--- src/rtl/load_writeback_unit.sv ---
// load_writeback_unit
//   Executes MIPS loads (LB/LBU/LH/LHU/LW/LWL/LWR) on behalf of the execute
//   stage. Each load issues a single word read on an Avalon-style port. The
//   addressed byte, half or word is then extracted (little-endian) and written
//   back through the register file write port. LWL/LWR merge the loaded bytes
//   with the old rt value, which is captured when the load starts.
//
//   State | meaning
//   IDLE  | waiting for start
//   REQ   | mem_read held until mem_waitrequest drops or the timeout expires
//   WRITE | one cycle: done (and reg_write_enable unless suppressed or error)
//
// Ports
//   clk, reset        clock; synchronous active-high reset
//   clk_enable        0 freezes all state and outputs
//   start, load_type, addr, rt_index, rt_old   load request from execute
//   mem_*             word read port (byteenable tied to all ones)
//   write_reg_rd, reg_write_data, reg_write_enable   register file write port
//   busy, done, error status
module load_writeback_unit #(
    parameter int TIMEOUT_CYCLES = 255,
    parameter bit SUPPRESS_R0    = 1'b1
) (
    input  logic        clk,
    input  logic        reset,
    input  logic        clk_enable,
    input  logic        start,
    input  logic [2:0]  load_type,
    input  logic [31:0] addr,
    input  logic [4:0]  rt_index,
    input  logic [31:0] rt_old,
    output logic [31:0] mem_address,
    output logic        mem_read,
    output logic [3:0]  mem_byteenable,
    input  logic        mem_waitrequest,
    input  logic [31:0] mem_readdata,
    output logic [4:0]  write_reg_rd,
    output logic [31:0] reg_write_data,
    output logic        reg_write_enable,
    output logic        busy,
    output logic        done,
    output logic        error
);

    localparam int CW = $clog2(TIMEOUT_CYCLES + 1);

    localparam logic [2:0] LT_LW  = 3'd0;
    localparam logic [2:0] LT_LB  = 3'd1;
    localparam logic [2:0] LT_LBU = 3'd2;
    localparam logic [2:0] LT_LH  = 3'd3;
    localparam logic [2:0] LT_LHU = 3'd4;
    localparam logic [2:0] LT_LWL = 3'd5;
    localparam logic [2:0] LT_LWR = 3'd6;

    typedef enum logic [1:0] {IDLE, REQ, WRITE} state_t;

    state_t      state, state_nxt;
    logic [1:0]  addr_lo, addr_lo_nxt;
    logic [2:0]  type_q, type_nxt;
    logic [31:0] rt_old_q, rt_old_nxt;
    logic [CW-1:0] cnt, cnt_nxt;
    logic [31:0] mem_address_nxt, reg_write_data_nxt;
    logic [4:0]  write_reg_rd_nxt;
    logic        mem_read_nxt, reg_write_enable_nxt, busy_nxt, done_nxt, error_nxt;

    logic        bad_req;
    logic [31:0] ext;
    logic [5:0]  sh_lo, sh_wl, sh_mask_l;
    logic [7:0]  byte_sel;
    logic [15:0] half_sel;

    assign mem_byteenable = 4'b1111;

    always_comb begin
        bad_req = 1'b0;
        case (load_type)
            LT_LW:          bad_req = (addr[1:0] != 2'b00);
            LT_LH, LT_LHU:  bad_req = addr[0];
            3'd7:           bad_req = 1'b1;
            default:        bad_req = 1'b0;
        endcase
    end

    // Extraction works on the live read data; it is only used on the
    // cycle where mem_waitrequest is low, which is when that data is valid.
    always_comb begin
        sh_lo     = {1'b0, addr_lo, 3'b000};
        sh_wl     = {1'b0, 2'd3 - addr_lo, 3'b000};
        sh_mask_l = ({4'b0000, addr_lo} + 6'd1) << 3;
        byte_sel  = 8'(mem_readdata >> sh_lo);
        half_sel  = addr_lo[1] ? mem_readdata[31:16] : mem_readdata[15:0];
        ext       = mem_readdata;
        case (type_q)
            LT_LB:   ext = {{24{byte_sel[7]}}, byte_sel};
            LT_LBU:  ext = {24'h000000, byte_sel};
            LT_LH:   ext = {{16{half_sel[15]}}, half_sel};
            LT_LHU:  ext = {16'h0000, half_sel};
            LT_LWL:  ext = (mem_readdata << sh_wl) | (rt_old_q & (32'hFFFFFFFF >> sh_mask_l));
            LT_LWR:  ext = (mem_readdata >> sh_lo) | (rt_old_q & ~(32'hFFFFFFFF >> sh_lo));
            default: ext = mem_readdata;
        endcase
    end

    always_comb begin
        state_nxt            = state;
        addr_lo_nxt          = addr_lo;
        type_nxt             = type_q;
        rt_old_nxt           = rt_old_q;
        cnt_nxt              = cnt;
        mem_address_nxt      = mem_address;
        mem_read_nxt         = mem_read;
        write_reg_rd_nxt     = write_reg_rd;
        reg_write_data_nxt   = reg_write_data;
        reg_write_enable_nxt = 1'b0;
        busy_nxt             = busy;
        done_nxt             = 1'b0;
        error_nxt            = 1'b0;
        case (state)
            // WRITE is the final cycle of a load, so a start seen there is
            // treated like one seen in IDLE; this gives back-to-back loads.
            IDLE, WRITE: begin
                state_nxt    = IDLE;
                busy_nxt     = 1'b0;
                mem_read_nxt = 1'b0;
                if (start) begin
                    addr_lo_nxt      = addr[1:0];
                    type_nxt         = load_type;
                    rt_old_nxt       = rt_old;
                    write_reg_rd_nxt = rt_index;
                    mem_address_nxt  = {addr[31:2], 2'b00};
                    busy_nxt         = 1'b1;
                    if (bad_req) begin
                        state_nxt = WRITE;
                        done_nxt  = 1'b1;
                        error_nxt = 1'b1;
                    end else begin
                        state_nxt    = REQ;
                        mem_read_nxt = 1'b1;
                        cnt_nxt      = CW'(TIMEOUT_CYCLES);
                    end
                end
            end
            REQ: begin
                if (!mem_waitrequest) begin
                    state_nxt            = WRITE;
                    mem_read_nxt         = 1'b0;
                    done_nxt             = 1'b1;
                    reg_write_data_nxt   = ext;
                    reg_write_enable_nxt = !(SUPPRESS_R0 && (write_reg_rd == 5'd0));
                end else if (cnt <= CW'(1)) begin
                    state_nxt    = WRITE;
                    mem_read_nxt = 1'b0;
                    done_nxt     = 1'b1;
                    error_nxt    = 1'b1;
                end else begin
                    cnt_nxt = cnt - CW'(1);
                end
            end
            default: begin
                state_nxt    = IDLE;
                busy_nxt     = 1'b0;
                mem_read_nxt = 1'b0;
            end
        endcase
    end

    always_ff @(posedge clk) begin
        if (reset) begin
            state            <= IDLE;
            addr_lo          <= 2'b00;
            type_q           <= 3'd0;
            rt_old_q         <= 32'd0;
            cnt              <= '0;
            mem_address      <= 32'd0;
            mem_read         <= 1'b0;
            write_reg_rd     <= 5'd0;
            reg_write_data   <= 32'd0;
            reg_write_enable <= 1'b0;
            busy             <= 1'b0;
            done             <= 1'b0;
            error            <= 1'b0;
        end else if (clk_enable) begin
            state            <= state_nxt;
            addr_lo          <= addr_lo_nxt;
            type_q           <= type_nxt;
            rt_old_q         <= rt_old_nxt;
            cnt              <= cnt_nxt;
            mem_address      <= mem_address_nxt;
            mem_read         <= mem_read_nxt;
            write_reg_rd     <= write_reg_rd_nxt;
            reg_write_data   <= reg_write_data_nxt;
            reg_write_enable <= reg_write_enable_nxt;
            busy             <= busy_nxt;
            done             <= done_nxt;
            error            <= error_nxt;
        end
    end

endmodule
--- config.mk ---
export PLATFORM = sky130hd
export DESIGN_NAME = load_writeback_unit
export DESIGN_NICKNAME = d
export VERILOG_FILES = /design/src/rtl/load_writeback_unit.sv
export SDC_FILE = /design/constraint.sdc
export NUM_CORES = 1
export LEC_CHECK = 0
export CAP_MARGIN = 20
export CORE_ASPECT_RATIO = 0.5
export CORE_MARGIN = 8
export CORE_UTILIZATION = 30
export DETAILED_ROUTE_END_ITERATION = 10
export HOLD_SLACK_MARGIN = 0.06
export PLACE_DENSITY = 0.57
export SLEW_MARGIN = 20
export SYNTH_ARGS = -nofsm -noshare
export SYNTH_HDL_FRONTEND = slang
export SYNTH_SLANG_ARGS = --single-unit
--- constraint.sdc ---
create_clock -name clk -period 1.9 [get_ports clk]
set_clock_uncertainty 0.15 [all_clocks]
set_input_delay 0.57 -clock clk [delete_from_list [all_inputs] [get_ports clk]]
set_output_delay 0.57 -clock clk [all_outputs]
set_load 0.01 [all_outputs]
==> results of run 1 <==
[layout make-up]
cell class | count | area (sq um)
clock buffer | 23 | 468
clock inverter | 8 | 100
fill | 2068 | 10700
inverter | 6 | 26.3
multi-input combinational | 637 | 4190
sequential | 118 | 2380
tap | 300 | 375
timing repair buffer | 347 | 3280
[metrics by stage]
stage                     util (%)  area (sq um)  hold slack [ns]  power (W)
final                         50.2         10800            0.299    0.00753
after global routing          50.2         10800            0.318    0.00781
after detailed placement      44.6          9600            0.297    0.00426
after floorplan                  -          6600            0.286    0.00341
after CTS                     48.2         10400            0.302    0.00747
after global placement        44.6          9600            0.291    0.00424
[cell usage after synthesis, drive strengths merged (2+ instances only)]
cell type  count  area share [%]
o21ai         23             1.8
nor2b         15             1.4
or2            3            0.29
dfxtp        118              36
nor3           8            0.61
o211ai        23             2.6
o221ai        16             3.1
a32o           7             1.1
a21oi        134              10
a211oi        15             1.7
a311oi        12             1.6
inv            6            0.34
ha             2            0.38
nand2b         2            0.19
mux2i         33             5.1
mux2          40             6.9
a2bb2oi        2            0.27
clkbuf        48             2.8
nand3          8            0.61
and3           3            0.29
nor2          31             1.9
o22ai         16             1.5
and3b          3            0.40
conb           2            0.11
o21a           2            0.23
a22oi          9             1.0
nand2        197              11
a221oi        17             2.3
buf           27             2.4
[worst min-delay path by stage]
stage,to,slack (ns),cells past startpoint
6_report,mem_address[4],0.30,2
5_1_grt,mem_address[17],0.32,2
4_1_cts,mem_address[4],0.30,2
3_5_place_dp,mem_address[4],0.30,2
3_3_place_gp,mem_address[17],0.29,2
2_1_floorplan,rt_old_q[24],0.29,2
[cells by family after synthesis]
kind of cell,Yosys count
AO/OA/AOI/OAI,280
buffers and inverters,81
AND/OR/NAND/NOR,274
flip-flops,118
other,2
XOR/XNOR,2
adder cells (fa/ha/maj),2
multiplexers,73
[state kept, by name, indices dropped and copies added, names as in the netlist]
name and cells:
done 1, mem_address 30, rt_old_q 32, busy 1, state 1, mem_read 1, reg_write_enable 1, cnt 8
addr_lo 2, reg_write_data 32, error 1, type_q 3, write_reg_rd 5
[worst max-delay path: cells and delay by family (launching register included)]
family,cells,cell delay [ns]
buffers and inverters,3,0.55
DFF,1,0.37
muxes,1,0.26
AOI/OAI and AO/OA,3,0.53
[what timing repair did]
| action | 4_1_cts | 5_1_grt |
|---|---|---|
| gates cloned | 3 | 6 |
| pin swaps | 23 | 27 |
| setup buffers | 10 | 9 |
| resized for setup | 120 | 72 |
| setup endpoints to repair | 100 | 43 |
[power breakdown]
group          switching (W)  internal, W  leakage [nW]
registers          0.0000929      0.00259         0.965
clock network        0.00117      0.00199         0.277
logic               0.000831     0.000863          3.25
[cell usage in the layout (no fill, tap or decap), types with 23 or more instances in the layout]
cell type	n
dlygate4sd2_1	81
a21oi_1	126
clkdlybuf4s50_1	84
o211ai_1	23
nor2_1	27
nand2_1	195
mux2i_1	28
mux2_2	29
dfxtp_1	110
buf_4	140
[layer usage]
| metal | track usage (%) | up-vias | wire length [um] |
|---|---|---|---|
| li1 | - | 3599 | - |
| met1 | 23.5 | 3639 | 11900 |
| met2 | 32.1 | 267 | 13300 |
| met3 | 4.13 | 44 | 1850 |
| met4 | 6.95 | 2 | 593 |
| met5 | 0 | - | 16 |
==> results.cfg, run 1 <==
[power_and_ir_drop]
peakVddDrop_uv = 724
power_density_nw_per_um2 = 696
p_leak_nw = 4.49

[timing]
worst_slack_ns = -0.0347
final-setup-viol-count = 10
finalSetupTns_ns = -0.149
timing.fmax_mhz = 517
rsz0062_at_grt = yes
period_share_pct = 102
post-route-min-period_ns = 1.93
drv_slew = 0
worst_pin_slew_ns = 0.568
max_slew_margin_pct = 62.0
finalHoldViolCount = 0

[yosys]
async_flop_share_pct = 0
synthXorXnorAreaFrac_pct = 0.267
synth.avg_cell_area_sq_um = 7.87
synthAdderAreaFrac_pct = 0.382
synth_edf_count = 0
yosysWarnings = 0
yosysSeqAreaShare_pct = 36.1
ys.flop_type = dfxtp_1
synth_compound_area_share_pct = 28.3
synth_top_family_by_area = compound AO/OA/AOI/OAI gates
yosys.area_share.simple_pct = 17.4
synth_mux_area_share_pct = 12.0
synth_cell_types = 48
synthCells = 832
synth-seq-cells = 118
synth_area_sq_um = 6550

[placement]
dp_cells = 1382
dp_slack_ns = -0.714
gp_congestion = 0.935
dp_hpwl_mm = 20.2
io_buffer_count = 180

[global_routing]
grt_max_degree = 47
globalRouteTotalUtil_pct = 18.9
grt_pass1_vias = 7280
grt_pass1_wl_mm = 40.8
antenna_found_initial = 1
overflow = 0

[layout]
final_layout_size_suffix_gt1_share_pct = 27.6
diodes = 0
num-nets-final = 1238
area_delta_synth_final_pct = 65.2
final_cell_count_no_fill = 1439

[critical_path]
ff2ff_path_depth = 7
reg2reg_from = addr_lo[0]
path_cells = clkinvlp_4, mux2i_4, a2111oi_4, buf_4, buf_6, o221ai_2, a21oi_1
path_max_fanout = 6
slowest_stage = dfxtp_4
critPathMaxStageDelay_ns = 0.37
arrival_ns = 2.14
critPathLaunch = addr_lo[0]
crit_path_end = reg_write_data[17]
timing.rr.end = reg_write_data[17]
crit_type = reg -> reg
rrSetupSlack_ns = -0.03
required_ns = 2.10
startpoint_type = flop
end_kind = flop

[floorplan]
initial_core_util_pct = 30.4
rows = 38
dieArea_sq_um = 27100
die_x_um = 225
coreArea_sq_um = 21500
ioPinCount = 187
die_y_um = 120

[job]
maxCapViolations = 0

[detailed_routing]
wire_per_inst_um = 19.3
post-route-drc-count = 0
drtAntennaViolNets = 0
firstDrtPassIters = 5
num_vias = 7551
routed_via_density = 5.25
drtIter0Drc = 484
routed_wl_mm = 27.7

[min_path]
hold_class = reg -> reg
hp-start = mem_address[4]

[clocking]
clockRootBuffer = clkbuf_16
cts_hold_buf = 0
cts_sinks = 118
htree_levels = 4
cts_tree = yes
clkTransAtPathRegs_ns = 0.06
clk_path_buf_depth = 2
numCtsBuffers = 17
clk-insertion-delay-late_ns = 0.43

[status]
status = finished with violations
violations = negative setup slack
No activity file was read; power rests on OpenSTA's default activity.
==> inputs of run 2 (changes only) <==
--- a/config.mk
+++ b/config.mk
@@ -9,9 +9,10 @@
 export CORE_ASPECT_RATIO = 0.5
 export CORE_MARGIN = 8
 export CORE_UTILIZATION = 30
+export CTS_CLUSTER_DIAMETER = 40
 export DETAILED_ROUTE_END_ITERATION = 10
 export HOLD_SLACK_MARGIN = 0.06
-export PLACE_DENSITY = 0.57
+export PLACE_DENSITY = 0.55
 export SLEW_MARGIN = 20
 export SYNTH_ARGS = -nofsm -noshare
 export SYNTH_HDL_FRONTEND = slang
==> constraint.sdc (replaced) <==
create_clock -name clk -period 2 [get_ports clk]
set_clock_uncertainty 0.15 [all_clocks]
set_input_delay 0.6 -clock clk [delete_from_list [all_inputs] [get_ports clk]]
set_output_delay 0.6 -clock clk [all_outputs]
set_load 0.01 [all_outputs]
==> results.cfg, run 2 (same netlist as run 1, synthesis figures left out) <==
[status]
status = complete, no violations

[detailed_routing]
routed_via_density = 5.21
drtIter0Drc = 509
num_vias = 7324
firstDrtPassIters = 5
post-route-drc-count = 0
wire_per_inst_um = 19.3
routed_wl_mm = 27.2
drtAntennaViolNets = 0

[floorplan]
dieArea_sq_um = 27100
die_y_um = 120
ioPinCount = 187
initial_core_util_pct = 30.4
coreArea_sq_um = 21500
rows = 38
die_x_um = 225

[job]
maxCapViolations = 0

[clocking]
numCtsBuffers = 17
clockRootBuffer = clkbuf_16
cts_tree = yes
clkTransAtPathRegs_ns = 0.06
clk-insertion-delay-late_ns = 0.42
htree_levels = 4
cts_sinks = 118
clk_path_buf_depth = 2
cts_hold_buf = 0

[critical_path]
end_kind = flop
rrSetupSlack_ns = 0.02
worst-path-buf-inv = 2
critPathMaxStageDelay_ns = 0.52
reg2reg_from = type_q[2]
crit_type = in -> reg
path_cells = clkdlybuf4s50_1, buf_4, a32o_1, a211oi_1, a311oi_1
ff2ff_path_depth = 7
path_max_fanout = 4
timing.rr.end = reg_write_data[13]
slowest_stage = clkdlybuf4s50_1
startpoint_type = primary input
arrival_ns = 2.12
required_ns = 2.13
critPathTopFamily = compound AO/OA/AOI/OAI gates
worstSetupPathDepth = 5

[power_and_ir_drop]
power_density_nw_per_um2 = 693
switching_share_pct = 28.9
p_leak_nw = 4.16
comb_power_share_pct = 21.1
switching_power_w = 0.00205
peakVddDrop_uv = 557
p_clk_share_pct = 43.1
p_int_w = 0.00504
seqPwrFrac_pct = 35.8

[placement]
dp_hpwl_mm = 20.1
io_buffer_count = 180
dp_slack_ns = -0.624
placed_cell_area_sq_um = 9470
gp_congestion = 0.931

[global_routing]
grt_max_degree = 53
globalRouteTotalUtil_pct = 19.2
grt_pass1_vias = 7210
antenna_found_initial = 0
grt_pass1_wl_mm = 41.3
overflow = 0

[timing]
rsz0062_at_grt = yes
worst_pin_slew_ns = 0.571
final-setup-viol-count = 0
worst_slack_ns = 0.0104
timing.fmax_mhz = 503
drv_slew = 0
period_share_pct = 99.5
finalHoldViolCount = 0
max_slew_margin_pct = 62.0
finalSetupTns_ns = 0
post-route-min-period_ns = 1.99

[min_path]
hold_depth = 2
hold_end = mem_address[28]
hp-start = mem_address[28]
hold_class = reg -> reg

[layout]
diodes = 0
final_util_pct = 47.6
top_regs = reg_write_data x32, rt_old_q x32, mem_address x30
finalInstanceArea_sq_um = 10200
num-nets-final = 1204
nFillCells = 2104
layout_commonest_cell = nand2_1
mostFrequentLayoutCells = nand2_1 (196), a21oi_1 (132), buf_4 (118)
area_delta_synth_final_pct = 56.4
final_layout_size_suffix_gt1_share_pct = 22.6
==> run 2: cell count changes in the layout (fill, tap and decap cells not counted), moves of 6 or more <==
cell	previous run	this run
buf_4	140	118
clkdlybuf4s50_1	84	98
dlymetal6s2s_1	14	5
mux2_2	29	38
mux2_4	11	2
buf_6	9	2
a21oi_1	126	132
==> run 2: through the flow <==
stage | std cells | total power (W) | hold slack [ns]
2_1_floorplan | 836 | 0.00323 | 0.286
3_3_place_gp | 1366 | 0.00401 | 0.291
3_5_place_dp | 1366 | 0.00404 | 0.296
4_1_cts | 1401 | 0.00711 | 0.302
5_1_grt | 1406 | 0.00739 | 0.317
6_report | 1406 | 0.00710 | 0.298
==> run 2: power by group through the flow <==
| stage | Sequential (W) | Clock, W | Combinational [W] |
|---|---|---|---|
| detailed placement | 0.00259 | 0 | 0.00144 |
| finish | 0.00254 | 0.00306 | 0.00149 |
| floorplan | 0.00259 | 0 | 0.000640 |
| global placement | 0.00259 | 0 | 0.00142 |
| global route | 0.00255 | 0.00322 | 0.00161 |
| CTS | 0.00254 | 0.00312 | 0.00145 |
==> run 2: area by class of cell <==
class / instances / area (sq um) / area share [%]
Clock buffer: 20 / 467 / 4.56
Multi-Input combinational cell: 637 / 3950 / 38.5
Tap cell: 300 / 375 / 3.66
Clock inverter: 12 / 119 / 1.16
Timing Repair Buffer: 313 / 2930 / 28.6
Sequential cell: 118 / 2370 / 23.2
Inverter: 6 / 26.3 / 0.257
==> run 2: how the worst max path moves through the flow <==
stage	start	end	slack (ns)
after floorplan	mem_readdata[31]	reg_write_data[10]	0.001
after global placement	mem_readdata[31]	reg_write_data[13]	-0.57
after detailed placement	mem_readdata[31]	reg_write_data[12]	-0.62
after CTS	type_q[2]	reg_write_data[13]	0.006
after global routing	addr_lo[0]	reg_write_data[19]	-0.03
final	mem_readdata[29]	reg_write_data[13]	0.01
==> run 2: per-layer routing <==
metal	up-vias	part of all wire (%)	GRT usage, %
li1	3532	-	-
met1	3497	43	24.1
met2	254	48	32.7
met3	41	6.3	4.42
met4	0	2.3	5.86
met5	-	0	0
==> run 2: timing repair <==
| action | 4_1_cts | 5_1_grt |
|---|---|---|
| pin swaps | 3 | 6 |
| buffers inserted | 1 | 3 |
| endpoints found under the hold margin | 0 | 0 |
| gates cloned | 2 | 2 |
| endpoints found under the setup margin | 96 | 40 |
| gates resized for setup | 83 | 30 |
==> run 2: worst register-to-register path: stages (launching register included) <==
cell and delay, ns:
dfxtp_2 0.44, buf_4 0.22, nor2b_1 0.06, buf_4 0.16, a21oi_1 0.16, o22ai_1 0.10
a211oi_1 0.41, a311oi_1 0.15
==> inputs of run 3 (changes only) <==
--- a/config.mk
+++ b/config.mk
@@ -5,15 +5,13 @@
 export SDC_FILE = /design/constraint.sdc
 export NUM_CORES = 1
 export LEC_CHECK = 0
-export CAP_MARGIN = 20
 export CORE_ASPECT_RATIO = 0.5
 export CORE_MARGIN = 8
 export CORE_UTILIZATION = 30
 export CTS_CLUSTER_DIAMETER = 40
 export DETAILED_ROUTE_END_ITERATION = 10
 export HOLD_SLACK_MARGIN = 0.06
-export PLACE_DENSITY = 0.55
-export SLEW_MARGIN = 20
+export PLACE_DENSITY = 0.6
 export SYNTH_ARGS = -nofsm -noshare
 export SYNTH_HDL_FRONTEND = slang
 export SYNTH_SLANG_ARGS = --single-unit
==> results.cfg, run 3 (same netlist as run 1, synthesis figures left out) <==
[status]
status = finished with violations
violations = negative setup slack

[detailed_routing]
routed_wl_mm = 26.6
wire_per_inst_um = 18.8
met3WireLength_mm = 1.77
firstDrtPassIters = 5
wl_met2_mm = 12.8
drtIter0Drc = 505
num_vias = 7453
highest_layer = met4
routed_via_density = 5.25
drtAntennaViolNets = 0
post-route-drc-count = 0
wl_met1_mm = 11.4

[layout]
area_delta_synth_final_pct = 59.1
multi_input_area_sq_um = 4020
ff_latch_area_sq_um = 2370
final_util_pct = 48.4
layout_commonest_cell = nand2_1
mostFrequentLayoutCells = nand2_1 (196), a21oi_1 (130), buf_4 (130)
top_regs = reg_write_data x32, rt_old_q x32, mem_address x30
final_layout_size_suffix_gt1_share_pct = 23.4
nFillCells = 2095
num-nets-final = 1217

[global_routing]
grt_pass1_wl_mm = 41.0
grt_max_degree = 47
grt_pass1_vias = 7236
antenna_found_initial = 1
overflow = 0
globalRouteTotalUtil_pct = 18.9

[clocking]
cts_tree = yes
clk_path_buf_depth = 2
numCtsBuffers = 17
htree_levels = 4
cts_sinks = 118
clockRootBuffer = clkbuf_16
clk-insertion-delay-late_ns = 0.42
cts_hold_buf = 0
clkTransAtPathRegs_ns = 0.07

[floorplan]
die_x_um = 225
die_y_um = 120
dieArea_sq_um = 27100
rows = 38
coreArea_sq_um = 21500
ioPinCount = 187
initial_core_util_pct = 30.4

[timing]
finalSetupTns_ns = -0.00474
post-route-min-period_ns = 2.00
worst_slack_ns = -0.00474
drv_slew = 0
timing.fmax_mhz = 499
final-setup-viol-count = 1
finalHoldViolCount = 0
period_share_pct = 100
rsz0062_at_grt = yes

[min_path]
hold_depth = 2
hp-start = mem_address[10]
hold_class = reg -> reg

[placement]
io_buffer_count = 180
dp_hpwl_mm = 19.9
dp_slack_ns = -0.717
gp_congestion = 0.938

[power_and_ir_drop]
peakVddDrop_uv = 633
power_density_nw_per_um2 = 691
p_leak_nw = 4.25
finalPower_w = 0.00720

[critical_path]
end_kind = flop
crit_type = reg -> reg
path_max_fanout = 7
arrival_ns = 2.13
critPathLaunch = addr_lo[1]
startpoint_type = flop
ff2ff_path_depth = 8
reg2reg_from = addr_lo[1]
required_ns = 2.13

[job]
maxCapViolations = 0
run 3: where the power goes:
group	leakage (nW)	switching, W	internal, W
registers	0.964	0.0000806	0.00246
logic	3.00	0.000751	0.000759
clock network	0.284	0.00115	0.00200
total	4.25	0.00198	0.00521
run 3: cell type report:
cell class	instances	area share (%)
multi-input cells	637	38.5
clock buffers	21	4.32
diodes	1	0.0240
clock inverters	11	1.43
flip-flops and latches	118	22.8
inverters	6	0.216
well taps	300	3.60
repair buffers	326	29.1
run 3: worst max-delay path, cell delays in order, from the launching register on:
cell and delay [ns]:
dfxtp_4 0.39, buf_12 0.12, mux2_4 0.33, mux2i_4 0.21, a2111oi_4 0.12, buf_4 0.16
clkbuf_16 0.16, o221ai_2 0.15, a21oi_1 0.08
run 3: worst paths after layout:
| kind | to | slack, ns |
|---|---|---|
| setup / recovery | reg_write_data[30] | -0.005 |
| hold / removal | mem_address[10] | 0.30 |
| setup reg to reg | reg_write_data[30] | -0.005 |
| hold reg to reg | mem_address[10] | 0.30 |
run 3: metrics by stage:
stage          cells  instance area, sq um  hold slack (ns)
2_1_floorplan    836                  6570            0.286
3_3_place_gp    1378                  9590            0.291
3_5_place_dp    1378                  9590            0.296
4_1_cts         1414                 10200            0.301
5_1_grt         1420                 10400            0.316
6_report        1420                 10400            0.301
run 3: routing by layer:
layer	vias up	global-route usage, %
met4	0	7.16
li1	3567	-
met1	3546	23.6
met3	53	4.09
met2	287	31.7
met5	-	0
run 3: repair_timing:
item,4_1_cts,5_1_grt
cloned,1,3
setup buffers,3,3
endpoints found under the setup margin,98,48
resized for setup,94,33
pin swaps,16,14
==> RTL change 1: new RTL, flow settings as in run 1 <==
Set the parameter `SUPPRESS_R0` to 1'b0 (it was 1'b1).
--- a/src/rtl/load_writeback_unit.sv
+++ b/src/rtl/load_writeback_unit.sv
@@ -20,5 +20,5 @@
 module load_writeback_unit #(
     parameter int TIMEOUT_CYCLES = 255,
-    parameter bit SUPPRESS_R0    = 1'b1
+    parameter bit SUPPRESS_R0    = 1'b0
 ) (
     input  logic        clk,
Behaviour: not the same (Yosys sat finds a counterexample within 4 cycles, from zero or initial values and one cycle with reset high).
==> RTL change 1 against run 1 <==
- sequential cell count unchanged
- critical endpoint is now reg_write_data[30]$_SDFFE_PP0P_
- critical path type unchanged
- synthesized area decreased by 0.32%
- the flow still finishes with violations (negative setup slack)
- sequential share of layout area increased by 0.17 points
- setup slack got worse by 4.3 ps
- largest power group unchanged
- highest routed layer is now met4
- cell count decreased by 1.7%
- total power increased by 0.98%
- wire length decreased by 4.2%
- final area decreased by 0.86%
==> RTL change 1: results (changes against run 1) <==
.. list-table::
   :header-rows: 1

   * - Metric
     - Value
   * - Run status
     - finished with violations
   * - Failing checks
     - negative setup slack
   * - Worst-case hold slack
     - 299.7 ps (+0.4650 ps)
   * - Routed length on met1
     - 11.08 mm (-7.2%)
   * - Leakage power total
     - 4.378 nW (-2.5%)
   * - Routing usage on met2
     - 33.83% (+1.8 points)
   * - Detailed-route vias per instance
     - 5.180 (-1.3%)
   * - Worst supply voltage drop on vdd
     - 604.7 uV (-16%)
   * - Met1 track demand over resource
     - 22.55% (-0.93 points)
   * - Aggregate negative setup slack
     - -95.15 ps (+53.36 ps)
   * - Mean area per synthesized cell
     - 8.069 um^2 (+2.5%)
   * - Highest metal layer with signal wires
     - met4
   * - Router iterations before antenna repair
     - 6 (+1)
   * - Number of buffers inserted to repair setup after CTS
     - 11 (+1)
   * - Met3 Resource Use GR
     - 4.351% (+0.22 points)
   * - #MultiIn Comb
     - 621 (-2.5%)
   * - Layout fillers
     - 2,104 (+1.7%)
   * - Plain + repair buffers
     - 339 (-2.3%)
   * - Share of post-route cells with drive strength above 1
     - 25.83% (-1.7 points)
   * - Average wire length per cell after detail routing
     - 18.76 um (-2.6%)
   * - Reg2reg path depth
     - 8 (+1)
   * - ClkCell Share
     - 5.423% (+0.17 points)
   * - Total via count in the routed design
     - 7,330 (-2.9%)
   * - Final worst slack
     - -38.95 ps (-4.292 ps)
   * - Most used standard cells in the synthesized netlist
     - sky130_fd_sc_hd__nand2_1 (175), sky130_fd_sc_hd__dfxtp_1 (118), sky130_fd_sc_hd__a21oi_1 (101)
   * - Post-layout nets
     - 1,215 (-1.9%)
   * - Amount of wire on met2 after detailed routing
     - 13.16 mm (-1.2%)
   * - Maximum number of pins on one net before global-route repair
     - 46 (-2.1%)
   * - Placed cell areas
     - 9585 um^2 (-0.16%)
   * - Count of cell types in the netlist
     - 65 (+35%)
   * - Overall global routing resource usage
     - 19.06% (+0.15 points)
   * - Adder-Cell Fraction of Synth Area
     - 0.7667% (+0.38 points)
   * - Area contributors post-synth
     - sky130_fd_sc_hd__dfxtp_1 (36%), sky130_fd_sc_hd__nand2_1 (10%), sky130_fd_sc_hd__a21oi_1 (7.7%), sky130_fd_sc_hd__mux2i_1 (4.3%), sky130_fd_sc_hd__o21ai_0 (3.8%)
   * - Share of the synthesized area in compound gates (AO/OA/AOI/OAI)
     - 25.11% (-3.2 points)
   * - Number of design-rule violations left by the first detailed-router iteration
     - 495 (+2.3%)
   * - Post-detailed-placement half-perimeter wirelength
     - 19.58 mm (-3.1%)
   * - Sequential area share after synthesis
     - 36.19% (+0.12 points)
   * - Arrival time of data at the critical path endpoint
     - 2110 ps (-30 ps)
   * - Capture point of the worst path
     - reg_write_data[30]$_SDFFE_PP0P_
   * - Number of global-route vias before repair
     - 7,493 (+2.9%)
   * - Wire length of the first global-routing pass
     - 41.07 mm (+0.76%)
   * - Setup Viol. Count Final
     - 3 (-7)
   * - Post-CTS Resized
     - 131 (+9.2%)
   * - Multi-input logic portion of the cell area
     - 38.45% (-0.28 points)
[RTL change 1: cell types whose count changed after synthesis, moves of 9 or more]
cell                       change
sky130_fd_sc_hd__a21oi_1      -32
sky130_fd_sc_hd__o21ai_0      +30
sky130_fd_sc_hd__nor2_1       +28
sky130_fd_sc_hd__mux2_2       -24
sky130_fd_sc_hd__nand2_1      -22
sky130_fd_sc_hd__o211ai_1     -22
sky130_fd_sc_hd__o22ai_1      -16
sky130_fd_sc_hd__a221oi_1     -10
sky130_fd_sc_hd__clkbuf_1     -10
sky130_fd_sc_hd__o221ai_2     -10
sky130_fd_sc_hd__a22o_1        +9
sky130_fd_sc_hd__nor3_1        +9
[RTL change 1: power breakdown]
group	leakage, nW	switching (mW)	internal (mW)	total [mW]
Sequential	0.965	0.0880	2.60	2.69
Combinational	3.14	0.855	0.870	1.73
Clock	0.273	1.25	1.94	3.19
Total	4.38	2.20	5.41	7.60
==> RTL change 2: new RTL, flow settings as in run 1 <==
Without the edit above. Register the output `error` once more; this adds one clock of latency there. The other outputs are not delayed to match. Comments in the files are not updated.
--- a/src/rtl/load_writeback_unit.sv
+++ b/src/rtl/load_writeback_unit.sv
@@ -54,4 +54,6 @@
 
     typedef enum logic [1:0] {IDLE, REQ, WRITE} state_t;
+
+    logic error_s0;
 
     state_t      state, state_nxt;
@@ -179,5 +181,5 @@
             busy             <= 1'b0;
             done             <= 1'b0;
-            error            <= 1'b0;
+            error_s0         <= 1'b0;
         end else if (clk_enable) begin
             state            <= state_nxt;
@@ -193,7 +195,11 @@
             busy             <= busy_nxt;
             done             <= done_nxt;
-            error            <= error_nxt;
+            error_s0         <= error_nxt;
         end
     end
 
+    always_ff @(posedge clk) begin
+        error <= error_s0;
+    end
+
 endmodule
Function: changed (Yosys sat finds a counterexample within 4 cycles, from zero or initial values and one cycle with reset high).
==> RTL change 2 against run 1 <==
- the run still ends with negative setup slack left
- cell count shrank 1.2%
- sequential cell count grew 1
- synthesized area grew 0.31%
- sequential share of layout area grew 0.74 points
- critical endpoint is now reg_write_data[25]$_SDFFE_PP0P_
- setup slack lost 5.6 ps
- largest cell class unchanged
- final area shrank 2.4%
- total power grew 1.1%
- critical path type unchanged
- highest routed layer is now met4
- first-iteration DRC count shrank 17%
- wire length shrank 4.5%
==> RTL change 2: results (changes against run 1) <==
.. list-table::
   :header-rows: 1

   * - Metric
     - Value
   * - Number of design-rule violations left by the first detailed-router iteration
     - 401 (-17%)
   * - Hold EP
     - error$_DFF_P_
   * - Reg2reg path depth
     - 8 (+1)
   * - Final weighted congestion in routability-driven placement
     - 0.9400 (+0.49%)
   * - Depth of the worst hold-timing path
     - 0 (-2)
   * - Post-detailed-placement half-perimeter wirelength
     - 20.24 mm (+0.18%)
   * - Overall global routing resource usage
     - 19.08% (+0.17 points)
   * - Critical R2R Launch
     - addr_lo[1]$_SDFFE_PP0P_
   * - Share of post-route cells with drive strength above 1
     - 25.87% (-1.7 points)
   * - HP Start
     - error_s0$_SDFFE_PP0P_
   * - Post-layout nets
     - 1,219 (-1.5%)
   * - Area contributors post-synth
     - sky130_fd_sc_hd__dfxtp_1 (36%), sky130_fd_sc_hd__nand2_1 (11%), sky130_fd_sc_hd__a21oi_1 (10%), sky130_fd_sc_hd__mux2_2 (6.9%), sky130_fd_sc_hd__mux2i_1 (4.9%)
   * - Worst-case hold slack
     - 207.7 ps (-91.51 ps)
   * - Number of global-route vias before repair
     - 7,206 (-1.0%)
   * - Setup Viol. Count Final
     - 7 (-3)
   * - Worst supply voltage drop on vdd
     - 653.4 uV (-9.7%)
   * - Placement Setup Slack
     - -701.2 ps (+12.41 ps)
   * - Failing checks
     - negative setup slack
   * - Final worst slack
     - -40.28 ps (-5.623 ps)
   * - Sequential area share after synthesis
     - 36.27% (+0.19 points)
   * - Wire length of the first global-routing pass
     - 41.14 mm (+0.93%)
   * - Most used standard cells in the synthesized netlist
     - sky130_fd_sc_hd__nand2_1 (197), sky130_fd_sc_hd__a21oi_1 (133), sky130_fd_sc_hd__dfxtp_1 (119)
   * - Detailed-route vias per instance
     - 5.110 (-2.6%)
   * - Run status
     - finished with violations
   * - Logic gate share of total power
     - 21.3% (-1.2 points)
   * - Classification of the worst-slack hold path
     - flop to flop
   * - Maximum number of pins on one net before global-route repair
     - 46 (-2.1%)
   * - Detailed Route WL
     - 26.47 mm (-4.5%)
[RTL change 2: cell count changes after synthesis]
cell | run 1 | this run
sky130_fd_sc_hd__dfxtp_1 | 118 | 119
[RTL change 2: worst max-delay path: cells and delay by family, from the launching register on]
kind | cells | cell delay [ps]
mux | 2 | 520
buf+inv | 3 | 430
flops | 1 | 380
compound gates | 3 | 340
[RTL change 2: through the flow]
step	cells	power [mW]	utilization (%)	setup TNS, ps	area (um^2)
3_3_place_gp	1381	4.284	44.79	-36780	9668
3_5_place_dp	1381	4.303	44.79	-40710	9668
5_1_grt	1422	7.959	48.93	-1227	10560
6_report	1422	7.615	48.93	-153.0	10560
2_1_floorplan	837	3.431	-	0	6624
4_1_cts	1418	7.636	47.75	-856.7	10310
[RTL change 2: how the worst max path moves through the flow]
| stage | start | endpoint | slack, ps | depth (start not counted) |
|---|---|---|---|---|
| 2_1_floorplan | mem_readdata[15] | reg_write_data[22]$_SDFFE_PP0P_ | 4 | 6 |
| 3_3_place_gp | mem_readdata[31] | reg_write_data[19]$_SDFFE_PP0P_ | -640 | 7 |
| 3_5_place_dp | mem_readdata[31] | reg_write_data[16]$_SDFFE_PP0P_ | -700 | 7 |
| 4_1_cts | addr_lo[1]$_SDFFE_PP0P_ | reg_write_data[28]$_SDFFE_PP0P_ | -70 | 7 |
| 5_1_grt | addr_lo[1]$_SDFFE_PP0P_ | reg_write_data[25]$_SDFFE_PP0P_ | -110 | 8 |
| 6_report | addr_lo[1]$_SDFFE_PP0P_ | reg_write_data[25]$_SDFFE_PP0P_ | -40 | 8 |
[RTL change 2: layer usage]
layer	global-route usage, %	wire (um)
met5	0	0
met4	6.586	688
met3	4.544	1338
met2	31.44	12580
met1	24.30	11860
[RTL change 2: layout make-up]
| class | instances | area, um^2 |
|---|---|---|
| inverters | 6 | 22.52 |
| clock buffers | 19 | 452.9 |
| well taps | 300 | 375.4 |
| repair buffers | 327 | 3029 |
| flip-flops and latches | 119 | 2399 |
| fillers | 2145 | 11020 |
| clock inverters | 13 | 145.1 |
| multi-input cells | 637 | 4136 |
| diodes | 1 | 2.502 |
[RTL change 2: kinds of logic (layout without fill, tap and decap cells)]
kind of cell	after synthesis	after routing	synth area share, %
AND/OR/NAND/NOR	274	274	17.37
flip-flops	119	119	36.27
XOR/XNOR	2	2	0.2667
buffers and inverters	81	365	5.467
AO/OA/AOI/OAI	280	280	28.19
adder cells (fa/ha/maj)	2	2	0.3809
multiplexers	73	73	11.94
other	2	7	0.1143
[RTL change 2: timing repair]
action,CTS,global route
cloned,1,0
pin swaps,16,18
setup endpoints to repair,107,42
setup buffers,4,4
resized for setup,99,63
